[src/rtl/i2c_slave_rx_ctrl_if.sv]
// rtl/i2c_slave_rx_ctrl_if.sv - detector, shift register and FIFO signals of the I2C slave receive controller
interface i2c_slave_rx_ctrl_if;
  logic       start_found;
  logic       stop_found;
  logic       rising_edge_found;
  logic       falling_edge_found;
  logic [7:0] rx_data;
  logic       fifo_full;
  logic       rx_enable;
  logic       sda_ack;
  logic       rx_push;
  logic       busy;
  logic       nack_err;

  // Bus side: detectors, shift register and FIFO drive the inputs
  modport master (
    output start_found, stop_found, rising_edge_found, falling_edge_found,
    output rx_data, fifo_full,
    input  rx_enable, sda_ack, rx_push, busy, nack_err
  );

  // Controller side
  modport slave (
    input  start_found, stop_found, rising_edge_found, falling_edge_found,
    input  rx_data, fifo_full,
    output rx_enable, sda_ack, rx_push, busy, nack_err
  );
endinterface

[src/rtl/i2c_slave_rx_ctrl.sv]
// rtl/i2c_slave_rx_ctrl.sv - byte-level receive controller for the I2C slave (master-write only)
module i2c_slave_rx_ctrl #(
  parameter logic [6:0] SLAVE_ADDR = 7'h1E
) (
  input  logic               clk,
  input  logic               rst,
  i2c_slave_rx_ctrl_if.slave bus_if
);

  typedef enum logic [2:0] {
    ST_IDLE, ST_ADDR, ST_ACK_A, ST_DATA, ST_ACK_D, ST_NACK, ST_IGNORE
  } state_t;

  state_t     state_q, state_d;
  logic [3:0] bit_cnt_q, bit_cnt_d;
  logic       push_evt, nack_evt;
  logic       counting;
  logic       addr_hit;
  logic       rx_enable_q, rx_enable_d;
  logic       sda_ack_q, sda_ack_d;
  logic       rx_push_q, rx_push_d;
  logic       busy_q, busy_d;
  logic       nack_err_q, nack_err_d;

  // Only a write to our own address is accepted; reads fall into IGNORE
  assign addr_hit = (bus_if.rx_data[7:1] == SLAVE_ADDR) && !bus_if.rx_data[0];
  assign counting = (state_q == ST_ADDR) || (state_q == ST_ACK_A) || (state_q == ST_DATA) ||
                    (state_q == ST_ACK_D) || (state_q == ST_NACK);

  // State, bit counter and registered outputs
  always_ff @(posedge clk or posedge rst) begin
    if (rst) begin
      state_q     <= ST_IDLE;
      bit_cnt_q   <= 4'd0;
      rx_enable_q <= 1'b0;
      sda_ack_q   <= 1'b0;
      rx_push_q   <= 1'b0;
      busy_q      <= 1'b0;
      nack_err_q  <= 1'b0;
    end else begin
      state_q     <= state_d;
      bit_cnt_q   <= bit_cnt_d;
      rx_enable_q <= rx_enable_d;
      sda_ack_q   <= sda_ack_d;
      rx_push_q   <= rx_push_d;
      busy_q      <= busy_d;
      nack_err_q  <= nack_err_d;
    end
  end

  // Next state: start beats stop beats SCL edges; byte boundaries act on the falling edge
  always_comb begin
    state_d   = state_q;
    bit_cnt_d = bit_cnt_q;
    push_evt  = 1'b0;
    nack_evt  = 1'b0;
    if (bus_if.start_found) begin
      state_d   = ST_ADDR;
      bit_cnt_d = 4'd0;
    end else if (bus_if.stop_found) begin
      state_d   = ST_IDLE;
      bit_cnt_d = 4'd0;
    end else begin
      if (bus_if.rising_edge_found && counting && (bit_cnt_q != 4'd8)) begin
        bit_cnt_d = bit_cnt_q + 4'd1;
      end
      case (state_q)
        ST_ADDR: begin
          if (bus_if.falling_edge_found && (bit_cnt_q == 4'd8)) begin
            bit_cnt_d = 4'd0;
            state_d   = addr_hit ? ST_ACK_A : ST_IGNORE;
          end
        end
        ST_ACK_A, ST_ACK_D: begin
          if (bus_if.falling_edge_found && (bit_cnt_q == 4'd1)) begin
            bit_cnt_d = 4'd0;
            state_d   = ST_DATA;
          end
        end
        ST_DATA: begin
          if (bus_if.falling_edge_found && (bit_cnt_q == 4'd8)) begin
            bit_cnt_d = 4'd0;
            if (bus_if.fifo_full) begin
              nack_evt = 1'b1;
              state_d  = ST_NACK;
            end else begin
              push_evt = 1'b1;
              state_d  = ST_ACK_D;
            end
          end
        end
        ST_NACK: begin
          if (bus_if.falling_edge_found && (bit_cnt_q == 4'd1)) begin
            bit_cnt_d = 4'd0;
            state_d   = ST_IGNORE;
          end
        end
        default: begin
          bit_cnt_d = 4'd0;
        end
      endcase
    end
  end

  // Outputs are decoded from the next state so they change together with it
  always_comb begin
    rx_enable_d = (state_d == ST_ADDR) || (state_d == ST_DATA);
    sda_ack_d   = (state_d == ST_ACK_A) || (state_d == ST_ACK_D);
    busy_d      = (state_d != ST_IDLE);
    rx_push_d   = push_evt;
    nack_err_d  = nack_evt;
  end

  assign bus_if.rx_enable = rx_enable_q;
  assign bus_if.sda_ack   = sda_ack_q;
  assign bus_if.rx_push   = rx_push_q;
  assign bus_if.busy      = busy_q;
  assign bus_if.nack_err  = nack_err_q;

endmodule

[src/flat_wrapper.sv]
// flat-port wrapper written by rule: the top's interface ports become plain ports
module i2c_slave_rx_ctrl_flat 
#(
  parameter logic [6:0] SLAVE_ADDR = 7'h1E
)
  (clk, rst, bus_if_start_found, bus_if_stop_found, bus_if_rising_edge_found, bus_if_falling_edge_found, bus_if_rx_data, bus_if_fifo_full, bus_if_rx_enable, bus_if_sda_ack, bus_if_rx_push, bus_if_busy, bus_if_nack_err);
  i2c_slave_rx_ctrl_if bus_if_i ();
  input  logic clk;
  input  logic rst;
  input wire logic [$bits(bus_if_i.start_found)-1:0] bus_if_start_found;
  input wire logic [$bits(bus_if_i.stop_found)-1:0] bus_if_stop_found;
  input wire logic [$bits(bus_if_i.rising_edge_found)-1:0] bus_if_rising_edge_found;
  input wire logic [$bits(bus_if_i.falling_edge_found)-1:0] bus_if_falling_edge_found;
  input wire logic [$bits(bus_if_i.rx_data)-1:0] bus_if_rx_data;
  input wire logic [$bits(bus_if_i.fifo_full)-1:0] bus_if_fifo_full;
  output wire logic [$bits(bus_if_i.rx_enable)-1:0] bus_if_rx_enable;
  output wire logic [$bits(bus_if_i.sda_ack)-1:0] bus_if_sda_ack;
  output wire logic [$bits(bus_if_i.rx_push)-1:0] bus_if_rx_push;
  output wire logic [$bits(bus_if_i.busy)-1:0] bus_if_busy;
  output wire logic [$bits(bus_if_i.nack_err)-1:0] bus_if_nack_err;
  assign bus_if_i.start_found = bus_if_start_found;
  assign bus_if_i.stop_found = bus_if_stop_found;
  assign bus_if_i.rising_edge_found = bus_if_rising_edge_found;
  assign bus_if_i.falling_edge_found = bus_if_falling_edge_found;
  assign bus_if_i.rx_data = bus_if_rx_data;
  assign bus_if_i.fifo_full = bus_if_fifo_full;
  assign bus_if_rx_enable = bus_if_i.rx_enable;
  assign bus_if_sda_ack = bus_if_i.sda_ack;
  assign bus_if_rx_push = bus_if_i.rx_push;
  assign bus_if_busy = bus_if_i.busy;
  assign bus_if_nack_err = bus_if_i.nack_err;
  i2c_slave_rx_ctrl #(.SLAVE_ADDR(SLAVE_ADDR)) u_core (.clk(clk), .rst(rst), .bus_if(bus_if_i));
endmodule
[config.mk]
export PLATFORM = sky130hd
export DESIGN_NAME = i2c_slave_rx_ctrl_flat
export DESIGN_NICKNAME = d
export VERILOG_FILES = /design/src/rtl/i2c_slave_rx_ctrl_if.sv /design/src/rtl/i2c_slave_rx_ctrl.sv /design/src/flat_wrapper.sv
export SDC_FILE = /design/constraint.sdc
export NUM_CORES = 1
export LEC_CHECK = 0
export BUFFER_PORTS_ARGS = -buffer_cell sky130_fd_sc_hd__buf_2
export CAP_MARGIN = 10
export CORE_MARGIN = 2
export CORE_UTILIZATION = 40
export DETAILED_ROUTE_END_ITERATION = 7
export PLACE_DENSITY_LB_ADDON = 0.25
export SETUP_SLACK_MARGIN = 0.2
export SKIP_CTS_REPAIR_TIMING = 1
export SLEW_MARGIN = 20
export SYNTH_ARGS = -nofsm -noshare
export SYNTH_HDL_FRONTEND = slang
export SYNTH_SLANG_ARGS = --single-unit
[constraint.sdc]
create_clock -name clk -period 1.9 [get_ports clk]
set_clock_uncertainty 0.2 [all_clocks]
set_input_delay 0.38 -clock clk [delete_from_list [all_inputs] [get_ports clk]]
set_output_delay 0.38 -clock clk [all_outputs]
set_load 0.01 [all_outputs]
==> qor.txt <==
Post-synth top area share: 0.4270
Number of cell rows: 15
Primary flip-flop cell chosen by synthesis mapping: dfrtp_1
Routed vias: 676
Area Overhead vs Synth: 40.93%
Critical path arrival: 1.97 ns
Worst Tran Pin Value: 0.4601 ns
Slew HR: 0.6929
Power Density: 547.6 mW/mm2
Vias in the first global route: 594
Total power: 0.0005426 W
Worst Hold Class: in2reg
Net count after synthesis: 92
Post-layout util: 0.5867
Fillers: 157
GPL Wtd Cong: 0.8620
Type of origin of the critical path: flop
I/O pins: 20
Initial Util: 0.4163
Largest net degree at the start of global routing: 13
Total of warnings raised by yosys: 0
Clk slew on worst S/H paths: 0.08 ns
Worst Path Buf+Inv: 1
First-pass GRT wire length: 2470 um
Pre-Repair DR Iteration Count: 4
Seq cells post-synth: 12
CP max stage delay: 0.40 ns
Minimum clock period: 2.015 ns
Fraction of registers with async set/reset: 1.000
Overall Global Routing Usage: 0.1703
Synthesized area per cell: 9.502 um2
CP Max Fanout: 2
Clk_lat worst skew: 0.28 ns
Worst Slack Setup Final: -0.1152 ns
Leakage: 0.4754 nW
CP top delay family: simple AND/OR/NAND/NOR gates
Mapped cell area: 703.2 um2
Root Buffer Master: clkbuf_4
List of most frequent post-synthesis cells: dfrtp_1, nor2_1, inv_1
Via density: 5.323
Dominant cell type by area after synthesis: dfrtp_1
Crit path required time: 1.85 ns
DRT iter0 DRCs: 4
Cell variety after synth: 30
Largest cells by area after synthesis: dfrtp_1, nor2_1, ha_1
Number of remaining DRC errors: 0
Number of synthesized flops with an enable pin: 0
Worst vdd ir: 373.3 uV
RSZ-0062 raised after global routing: true
Crit. End Element: flop
Inserted Clock Buffers: 3
CTS tree: yes
Remaining global-route overflow: 0
CTS Sinks: 12
Port Buf Inserts: 19
Slew Limit Fails: 0
Die Area: 0.002109 mm2
Sequential area share after synthesis: 0.4270
Initial antenna violation count: 0
Setup WS pre-CTS: -0.1631 ns
Fin. Hold Viols: 0
Syn Inst Count: 74
Final hold slack: 0.1123 ns
Antenna viol nets, final: 0
Crit path cell chain: inv_2 -> ha_4 -> nand4b_4 -> or4_1 -> and4b_4 -> or3_1
Die height: 45.93 um
Routed WL per cell: 12.60 um
Failing checks: negative setup slack
Status: finished, violations left
Slowest cell on the critical path: dfrtp_1
Die Wd: 45.93 um
Final setup viols: 3
H-tree depth: 1
Final WL: 1600 um
Period utilization: 1.061
Fmax: 496.2 MHz
Bufs on Longest Clock Path: 2
Core Area: 0.001689 mm2
Final #Nets: 129
Max-Cap Viols: 0
Share of post-route cells with drive strength above 1: 0.4364
ANT cells: 0
Crit path kind: reg2reg
Post-DP HPWL: 1226 um
## metrics by stage
step,TNS (ns),instance area [um2],cells
after CTS,-0.3523,944.7,125
after global routing,-0.7571,991.0,127
after detailed placement,-0.2988,908.4,121
after floorplan,-0.1597,705.7,74
after global placement,-0.1881,908.4,121
final,-0.2001,991.0,127
## cell families after synthesis
logic type | synth area share
AND/OR/NAND/NOR | 0.3096
flip-flops | 0.4270
AO/OA/AOI/OAI | 0.09252
buffers and inverters | 0.05337
XOR/XNOR | 0.04983
adder cells (fa/ha/maj) | 0.05339
multiplexers | 0.01424
## path summary, 6_finish.rpt
path                                               start                          endpoint  slack, ns  depth (start not counted)
hold / removal                          bus_if_fifo_full   u_core.bus_if.rx_push$_DFF_PP0_       0.11                          2
hold reg to reg            u_core.bit_cnt_q[3]$_DFF_PP0_     u_core.bit_cnt_q[3]$_DFF_PP0_       0.46                          2
max in group asynchronous                            rst  u_core.bus_if.nack_err$_DFF_PP0_       0.74                          3
setup / recovery           u_core.bit_cnt_q[0]$_DFF_PP0_      u_core.bus_if.busy$_DFF_PP0_      -0.12                          6
setup reg to reg           u_core.bit_cnt_q[0]$_DFF_PP0_      u_core.bus_if.busy$_DFF_PP0_      -0.12                          6
min in group asynchronous                            rst       u_core.state_q[2]$_DFF_PP0_       0.44                          3
## placed cells by master, fill, tap and decap left out, types with 3 or more instances in the layout
cell type and count:
nand4_1 3, buf_2 19, buf_4 14, inv_1 4, inv_2 3, clkbuf_4 3
or3_1 3, dfrtp_1 12, nor2_1 10
## layer usage
metal / vias to the layer above / GRT usage / wire length [um]
met1: 307 / 0.2148 / 769
met4: 0 / 0.1143 / 16
met3: 4 / 0.05159 / 117
li1: 335 / - / -
met2: 30 / 0.2472 / 697
met5: - / 0 / 0
## registers in the layout, indices dropped and copies added, names as in the netlist
register                 count
u_core.bit_cnt_q             4
u_core.state_q               3
u_core.bus_if.busy           1
u_core.bus_if.nack_err       1
u_core.bus_if.rx_enable      1
u_core.bus_if.rx_push        1
u_core.bus_if.sda_ack        1
## power breakdown
part	total [W]	switching (W)	internal (W)
registers	0.000263	0.00000226	0.000261
clock network	0.000207	0.0000908	0.000117
logic	0.0000725	0.0000368	0.0000357
total	0.000543	0.000130	0.000413
## layout make-up
class / instances / area (um2) / area share
clock buffer: 4 / 36.28 / 0.03662
inverter: 7 / 26.28 / 0.02652
multi-input combinational: 53 / 396.6 / 0.4003
sequential: 12 / 300.3 / 0.3030
tap: 17 / 21.27 / 0.02146
timing repair buffer: 34 / 210.2 / 0.2121
Power figures use the tool's default switching activity.
